## config.mk

```make
export PLATFORM = sky130hd
export DESIGN_NAME = enemy_datapath
export DESIGN_NICKNAME = d
export VERILOG_FILES = /design/src/rtl/enemy_datapath.sv
export SDC_FILE = /design/constraint.sdc
export NUM_CORES = 1
export LEC_CHECK = 0
export CAP_MARGIN = 20
export CORE_ASPECT_RATIO = 0.5
export CORE_MARGIN = 10
export CORE_UTILIZATION = 40
export CTS_BUF_LIST = sky130_fd_sc_hd__clkbuf_16
export DETAILED_ROUTE_END_ITERATION = 7
export PLACE_DENSITY = 0.66
export SETUP_SLACK_MARGIN = 0.02
export SLEW_MARGIN = 30
export SYNTH_ARGS = -nofsm -noshare
export SYNTH_HDL_FRONTEND = slang
export SYNTH_SLANG_ARGS = --single-unit
```

## constraint.sdc

```tcl
create_clock -name clk -period 3 [get_ports clk]
set_input_delay 0.6 -clock clk [delete_from_list [all_inputs] [get_ports clk]]
set_output_delay 0.6 -clock clk [all_outputs]
set_load 0.05 [all_outputs]
```

## src/rtl/enemy_datapath.sv

```systemverilog
// Enemy datapath: position-update tick generator, spawn/descent position
// registers, and combinational bottom/collision flags from the registered position.
module enemy_datapath #(
  parameter int unsigned RATE_DIV = 833333,
  parameter int unsigned STEP     = 1,
  parameter int unsigned SCREEN_H = 120,
  parameter int unsigned X_MAX    = 156,
  parameter int unsigned ENEMY_W  = 4,
  parameter int unsigned ENEMY_H  = 4,
  parameter int unsigned PLAYER_W = 4,
  parameter int unsigned PLAYER_H = 4
) (
  input  logic       clk,
  input  logic       reset,
  input  logic       inResetState,
  input  logic       inUpdatePositionStateE,
  input  logic [7:0] spawnX,
  input  logic [7:0] bulletX,
  input  logic [6:0] bulletY,
  input  logic       bulletValid,
  input  logic [7:0] playerX,
  input  logic [6:0] playerY,
  output logic       updatePosition,
  output logic       bottomReached,
  output logic       collidedWithBullet,
  output logic       collidedWithPlayer,
  output logic [7:0] enemyX,
  output logic [6:0] enemyY,
  output logic       active
);

  localparam int unsigned CNT_W    = (RATE_DIV > 1) ? $clog2(RATE_DIV) : 1;
  localparam int unsigned Y_LIMIT  = SCREEN_H - ENEMY_H;
  localparam int unsigned BULLET_W = 1;
  localparam int unsigned BULLET_H = 2;

  logic [CNT_W-1:0] tick_cnt;
  logic             tick_last_c;
  logic             upd_q;
  logic             upd_rise_c;
  logic             y_sat_c;
  logic [6:0]       y_next_c;
  logic [7:0]       spawn_x_c;

  assign tick_last_c = (tick_cnt == CNT_W'(RATE_DIV - 1));

  // Free-running tick divider, parked at zero while the controller waits to spawn
  always_ff @(posedge clk or posedge reset) begin
    if (reset) begin
      tick_cnt       <= '0;
      updatePosition <= 1'b0;
    end else if (inResetState) begin
      tick_cnt       <= '0;
      updatePosition <= 1'b0;
    end else begin
      updatePosition <= tick_last_c;
      tick_cnt       <= tick_last_c ? '0 : tick_cnt + CNT_W'(1);
    end
  end

  assign upd_rise_c = inUpdatePositionStateE & ~upd_q;

  // Saturation test done one bit wider so enemyY+STEP can never wrap
  assign y_sat_c   = (({1'b0, enemyY} + 8'(STEP)) >= 8'(Y_LIMIT));
  assign y_next_c  = y_sat_c ? 7'(Y_LIMIT) : (enemyY + 7'(STEP));
  assign spawn_x_c = (spawnX > 8'(X_MAX)) ? 8'(X_MAX) : spawnX;

  always_ff @(posedge clk or posedge reset) begin
    if (reset) begin
      upd_q  <= 1'b0;
      enemyX <= '0;
      enemyY <= '0;
      active <= 1'b0;
    end else begin
      upd_q <= inUpdatePositionStateE;
      if (inResetState) begin
        enemyX <= spawn_x_c;
        enemyY <= '0;
        active <= 1'b0;
      end else if (upd_rise_c) begin
        enemyY <= y_next_c;
        active <= 1'b1;
      end
    end
  end

  // Strict box overlap: boxes that only share an edge do not collide
  function automatic logic overlap(
    input logic [8:0] ax, input logic [8:0] ay, input logic [8:0] aw, input logic [8:0] ah,
    input logic [8:0] bx, input logic [8:0] by, input logic [8:0] bw, input logic [8:0] bh
  );
    return (ax < bx + bw) && (bx < ax + aw) && (ay < by + bh) && (by < ay + ah);
  endfunction

  assign bottomReached = active && (enemyY >= 7'(Y_LIMIT));

  assign collidedWithBullet = active && bulletValid &&
    overlap(9'(enemyX), 9'(enemyY), 9'(ENEMY_W), 9'(ENEMY_H),
            9'(bulletX), 9'(bulletY), 9'(BULLET_W), 9'(BULLET_H));

  assign collidedWithPlayer = active &&
    overlap(9'(enemyX), 9'(enemyY), 9'(ENEMY_W), 9'(ENEMY_H),
            9'(playerX), 9'(playerY), 9'(PLAYER_W), 9'(PLAYER_H));

endmodule

```

==> results of run 1 <==
## worst max-delay path, delay by kind of cell
family,cells,cell delay [ns]
AOI/OAI and AO/OA,3,0.75
buffers and inverters,2,0.37
adders and majority gates,2,0.34
xor gates and xnor gates,1,0.15
and+or+nand+nor,2,0.44
## where the power goes
| group | switching (mW) | internal (mW) | total (mW) |
|---|---|---|---|
| Clock | 0.191 | 0.300 | 0.491 |
| Sequential | 0.0262 | 0.529 | 0.556 |
| Combinational | 0.287 | 0.272 | 0.560 |
| Total | 0.505 | 1.10 | 1.61 |
## cell usage in the layout (no fill, tap or decap), drive strengths merged, types with 3 or more instances in the layout
cell type / Yosys / final
xnor2: 20 / 20
clkdlybuf4s50: 0 / 38
dfrtp: 38 / 38
clkbuf: 3 / 7
nand2: 19 / 19
buf: 4 / 81
clkdlybuf4s15: 0 / 4
o21ai: 19 / 19
nor2: 41 / 41
dlygate4sd2: 0 / 6
ha: 61 / 61
nor4: 3 / 3
inv: 19 / 20
nand3: 32 / 32
a31oi: 3 / 3
a21oi: 14 / 14
nand2b: 4 / 4
nand4: 13 / 13
o22a: 4 / 4
xor2: 23 / 23
and3: 8 / 8
nor2b: 4 / 4
and2: 3 / 3
nor3: 3 / 3
a2111oi: 3 / 3
and4: 4 / 4
a21o: 6 / 6
a211oi: 6 / 6
o21a: 4 / 4
## logic make-up (layout without fill, tap and decap cells)
logic type,Yosys count,count (layout)
adders and majority gates,61,61
DFF,38,38
xor gates and xnor gates,43,43
and+or+nand+nor,146,146
AOI/OAI and AO/OA,75,75
muxes,2,2
buffers and inverters,26,160
## registers in the layout, summed over array words and instances (netlist names)
signal,cells
enemyY,7
tick_cnt,20
upd_q,1
updatePosition,1
enemyX,8
active,1
## metrics by stage
step	util	setup slack (ns)	power (mW)	cells	cell area, um^2
floorplan	-	-0.3268	0.8372	391	3553
global placement	0.5743	-0.8074	1.058	617	4743
detailed placement	0.5743	-0.8688	1.066	617	4743
CTS	0.6326	-0.2539	1.609	637	5225
global route	0.6379	-0.3777	1.707	637	5269
finish	0.6379	-0.2619	1.607	637	5269
## final cells by class
cell class                      count  area (um^2)  area share
Clock buffer                        5        125.1     0.02375
Clock inverter                      3        12.51    0.002375
Inverter                           19        71.32     0.01354
Multi-Input combinational cell    327         2778      0.5272
Sequential cell                    38        957.2      0.1817
Tap cell                          112        140.1     0.02660
Timing Repair Buffer              133         1185      0.2249
## layer usage
metal  track usage  wire, um  vias to the layer above  share of wire
li1              -         -                     1701              -
met1        0.1932      4831                     1583           0.48
met2        0.2524      4746                       54           0.47
met3       0.01844       341                        9          0.034
met4       0.03215        91                        0         0.0091
met5             0         0                        -              0
## timing repair
| item | in CTS | in global routing |
|---|---|---|
| cloned | 0 | 0 |
| hold buffers | 0 | 0 |
| gates resized for setup | 99 | 25 |
| buffers inserted | 12 | 0 |
| setup endpoints to repair | 2 | 2 |
| pin swaps | 38 | 9 |
## how the worst max path moves through the flow
stage	end	from	cells past startpoint	slack (ns)
after floorplan	collidedWithBullet	bulletX[0]	9	-0.33
after global placement	collidedWithBullet	bulletX[0]	11	-0.81
after detailed placement	collidedWithBullet	bulletX[0]	11	-0.87
after CTS	collidedWithBullet	bulletX[1]	11	-0.25
after global routing	collidedWithBullet	bulletX[2]	11	-0.38
final	collidedWithBullet	bulletY[1]	10	-0.26
==> impl_metrics.json, run 1 <==
{
  "synth_fa_ha_area_frac": 0.2181,
  "grt.total_usage": 0.1469,
  "hpwl_mm": 7.741,
  "routedWlPerCell_um": 15.72,
  "cp.arrival_ns": 2.66,
  "clockBufferDepth": 2,
  "grt_pass1_wl_mm": 16.48,
  "ys_seq_elements": 38,
  "cts_root_buf": "clkbuf_16",
  "synth.most_common_cell": "ha_1",
  "cp_cell_sequence": "clkdlybuf4s15_2 -> ha_2 -> nand3_1 -> xor2_1 -> ha_2 -> or3_1 -> a21oi_2 -> o211ai_1 -> a2111oi_4 -> buf_12",
  "max-slew-margin-rel": 0.5901,
  "synthXorXnorAreaFrac": 0.1076,
  "worst_pin_slew_ns": 0.6134,
  "fill_cells": 682,
  "cp_max_fo": 2,
  "syn_inst": 391,
  "synth_fp_nets": 495,
  "io_pins": 63,
  "postRouteAntennaNets": 0,
  "violations": "negative setup slack",
  "postLayoutSetupSlackWorst_ns": -0.2619,
  "rr_worst_depth": 6,
  "cellPowerDensity_mw_per_mm2": 304.9,
  "max_stage_delay_ns": 0.44,
  "worst_skew_pair.late_latency_ns": 0.28,
  "initial_utilization": 0.4237,
  "synth_top_family_by_area": "simple AND/OR/NAND/NOR gates",
  "ys_warn_count": 0,
  "r2r-end": "enemyY[0]",
  "timing.fmax_ghz": 0.3066,
  "synth_compound_area_frac": 0.1459,
  "drive_above_1_share": 0.2800,
  "whs_ns": 0.5130,
  "slowest_stage": "a2111oi_4",
  "crit_path_end_kind": "output pin",
  "rsz0062_at_grt": "yes",
  "core_mm2": 0.008259,
  "worstPathRequired_ns": 2.40,
  "synth.area.top_cells": "dfrtp_1 27%, ha_1 22%, xor2_1 5.8%",
  "period_minus_slack_ns": 3.262,
  "gp_congestion": 0.8720,
  "clock_skew_ns": 0.004842,
  "status": "finished with violations",
  "htreeDepth": 2,
  "seq_area_frac_synth": 0.2717,
  "hp-class": "reg2reg",
  "synth_edf_count": 0,
  "drc": 0,
  "antenna_cells": 0,
  "max_cap_violations": 0,
  "async_flop_share": 1.000,
  "min_period_over_period": 1.087,
  "dr.pass1.iters": 4,
  "ys_types": 61,
  "cts_sinks": 38,
  "viasPerCell": 5.254,
  "cts.clk_slew.worst_paths_ns": 0.06,
  "tns_ns": -0.3589,
  "tritoncts": "built",
  "min_to": "tick_cnt[0]",
  "io_buffers": 62,
  "netlist.area_leader.share": 0.2717,
  "grt.overflow.total": 0,
  "cts_inserted_buffers": 5,
  "totalWireLength_mm": 10.01,
  "die-height_um": 86.14,
  "antenna_found_initial": 0,
  "critPathKind": "in2out",
  "hp-start": "tick_cnt[0]",
  "synth-simple-area-share": 0.2206,
  "synth_ff_type": "dfrtp_1",
  "drt_iter0_drc": 254,
  "hold_viol": 0,
  "worstReg2RegStart": "enemyY[0]",
  "holdPathStages": 1,
  "vdd_drop_max_v": 0.0002974,
  "setup_viol": 2,
  "p_leak_nw": 2.323,
  "vias": 3347,
  "start_kind": "input pin",
  "syn_area_per_cell_um2": 8.950,
  "synth_commonest_cells": "61 x ha_1, 41 x nor2_1, 38 x dfrtp_1",
  "r2r_slack_ns": 0.93,
  "die_w_um": 152.3,
  "maxSlewViolCount": 0,
  "syn_area_mm2": 0.003500,
  "grt_max_degree": 39,
  "areaGrowthSynthToFinish_pct": 50.55,
  "synth_area_leader_cell": "dfrtp_1",
  "crit_path_frequent_cell": "ha_2",
  "die_area_mm2": 0.01312,
  "fin_nets": 628,
  "grt_pass1_vias": 3293,
  "num_rows": 23,
  "synthMuxAreaShare": 0.006078
}
(Power assumes the default switching activity.)
==> run 2, diff against run 1 <==
--- a/config.mk
+++ b/config.mk
@@ -11,6 +11,7 @@
 export CORE_UTILIZATION = 40
 export CTS_BUF_LIST = sky130_fd_sc_hd__clkbuf_16
 export DETAILED_ROUTE_END_ITERATION = 7
+export GPL_TIMING_DRIVEN = 0
 export PLACE_DENSITY = 0.66
 export SETUP_SLACK_MARGIN = 0.02
 export SLEW_MARGIN = 30
==> impl_metrics.json, run 2 (synthesis results as in run 1) <==
{
  "worst_skew_pair.late_latency_ns": 0.28,
  "drive_above_1_share": 0.2341,
  "grt_pass1_wl_mm": 15.86,
  "num_rows": 23,
  "violations": "negative setup slack",
  "power.switching_uw": 501.9,
  "die_w_um": 152.3,
  "maxSlewViolCount": 0,
  "cts_inserted_buffers": 5,
  "r2r_slack_ns": 0.92,
  "worstReg2RegStart": "enemyY[1]",
  "min_period_over_period": 1.089,
  "seq_area_um2": 960.9,
  "initial_utilization": 0.4237,
  "largest_register": "tick_cnt",
  "drc": 0,
  "dpl_cell_area_mm2": 0.004342,
  "max-slew-margin-rel": 0.6576,
  "period_minus_slack_ns": 3.266,
  "clock_skew_ns": 0.004308,
  "pwr-share-clk": 0.350,
  "hold_viol": 0,
  "cts.clk_slew.worst_paths_ns": 0.05,
  "multiInputGateArea_mm2": 0.002773,
  "cp.arrival_ns": 2.67,
  "fin_nets": 590,
  "r2r-end": "enemyY[0]",
  "io_pins": 63,
  "post-route-cell-area_mm2": 0.004967,
  "antenna_found_initial": 0,
  "gp_congestion": 0.8526,
  "grt_max_degree": 23,
  "antenna_cells": 0,
  "postRouteAntennaNets": 0,
  "max_cap_violations": 0,
  "internal_power_mw": 1.165,
  "status": "finished with violations",
  "whs_ns": 0.5163,
  "drt_iter0_drc": 152,
  "dr.pass1.iters": 4,
  "design_power_total_mw": 1.666,
  "core_mm2": 0.008259,
  "cts_root_buf": "clkbuf_16",
  "rr_worst_depth": 7,
  "switching_share": 0.3012,
  "areaGrowthSynthToFinish_pct": 41.94,
  "hp-start": "tick_cnt[0]",
  "layout_common_cells": "50 x ha_1, 40 x nor2_1, 36 x clkdlybuf4s50_1, 30 x dfrtp_1, 27 x buf_4",
  "setup_viol": 2,
  "hold_buffers": 0,
  "hpwl_mm": 7.305,
  "p_leak_nw": 2.140,
  "fin_util": 0.6014,
  "routedWlPerCell_um": 16.24,
  "grt.total_usage": 0.1432,
  "viasPerCell": 5.297,
  "cp_max_fo": 5,
  "postLayoutSetupSlackWorst_ns": -0.2663,
  "pwr-share-seq": 0.336,
  "p_comb_frac": 0.314,
  "hp-class": "reg2reg",
  "vdd_drop_max_v": 0.0002874,
  "mostFrequentLayoutCell": "ha_1",
  "fin_cells": 599,
  "cts_sinks": 38,
  "worstPathRequired_ns": 2.40,
  "min_to": "tick_cnt[0]",
  "start_kind": "input pin",
  "top_regs": "tick_cnt: 20 flops, enemyX: 8 flops, enemyY: 7 flops",
  "rsz0062_at_grt": "yes",
  "htreeDepth": 2,
  "placedCellCount": 566,
  "grt.overflow.total": 0,
  "timing.fmax_ghz": 0.3062,
  "crit_path_end_kind": "output pin",
  "die-height_um": 86.14,
  "cellPowerDensity_mw_per_mm2": 335.5,
  "critPathKind": "in2out",
  "tritoncts": "built",
  "io_buffers": 62,
  "fill_cells": 717,
  "totalWireLength_mm": 9.730,
  "clockBufferDepth": 2,
  "die_area_mm2": 0.01312,
  "worst_pin_slew_ns": 0.5120,
  "grt_pass1_vias": 3092,
  "vias": 3173,
  "largest_reg_flops": 20,
  "holdPathStages": 1
}
run 2: changes by cell type in the layout (fill, tap and decap cells not counted), moves of 3 or more:
cell,change
dfrtp_2,+3
clkbuf_2,+3
xnor2_1,+3
dfrtp_1,-3
buf_4,-38
buf_12,-3
xnor2_2,-3
run 2: power by group through the flow:
stage	Clock, mW	Combinational (mW)	Sequential (mW)
finish	0.582	0.524	0.560
global route	0.616	0.582	0.563
CTS	0.596	0.463	0.564
detailed placement	0	0.441	0.572
global placement	0	0.429	0.572
floorplan	0	0.236	0.602
run 2: layout make-up:
cell class,count,area share
repair buffers,88,0.1625
clock inverters,3,0.008060
clock buffers,5,0.02519
multi-input cells,327,0.5582
flip-flops and latches,38,0.1935
well taps,112,0.02821
inverters,19,0.01486
plain buffers,7,0.009572
run 2: worst max-delay path, cell delays in order:
cell	delay, ns
buf_8	0.09
ha_4	0.13
and3_4	0.19
nand3_4	0.07
xor2_1	0.15
ha_1	0.36
and4_4	0.18
a2111oi_4	0.20
o21ai_2	0.11
a2111oi_4	0.37
buf_6	0.21
run 2: metrics by stage:
step	setup TNS [ns]	setup slack [ns]
global route	-0.5429	-0.3368
global placement	-2.842	-1.524
finish	-0.3403	-0.2663
floorplan	-0.5254	-0.3268
CTS	-0.4030	-0.2117
detailed placement	-2.820	-1.525
run 2: how the worst max path moves through the flow:
stage	startpoint	end	depth (start not counted)	slack, ns
global placement	bulletX[0]	collidedWithBullet	11	-1.52
finish	bulletX[0]	collidedWithBullet	11	-0.27
detailed placement	bulletX[0]	collidedWithBullet	11	-1.52
CTS	bulletX[0]	collidedWithBullet	11	-0.21
floorplan	bulletX[0]	collidedWithBullet	9	-0.33
global route	bulletY[1]	collidedWithBullet	10	-0.34
run 2: metal layers:
layer  part of all wire  track usage
met1               0.48       0.1952
met2               0.48       0.2343
met3              0.035      0.01744
met4             0.0087      0.03736
met5                  0            0
run 2: what timing repair did:
| item | CTS | global route |
|---|---|---|
| endpoints found under the setup margin | 2 | 3 |
| setup buffers | 13 | 13 |
| gates resized for setup | 109 | 49 |
| pin swaps | 18 | 22 |
==> run 3, diff against run 2 <==
--- a/config.mk
+++ b/config.mk
@@ -12,6 +12,7 @@
 export CTS_BUF_LIST = sky130_fd_sc_hd__clkbuf_16
 export DETAILED_ROUTE_END_ITERATION = 7
 export GPL_TIMING_DRIVEN = 0
+export HOLD_SLACK_MARGIN = 0.06
 export PLACE_DENSITY = 0.66
 export SETUP_SLACK_MARGIN = 0.02
 export SLEW_MARGIN = 30
==> results of run 3 <==
Same layout as run 2: the final DEF is identical, and so are final timing and power.
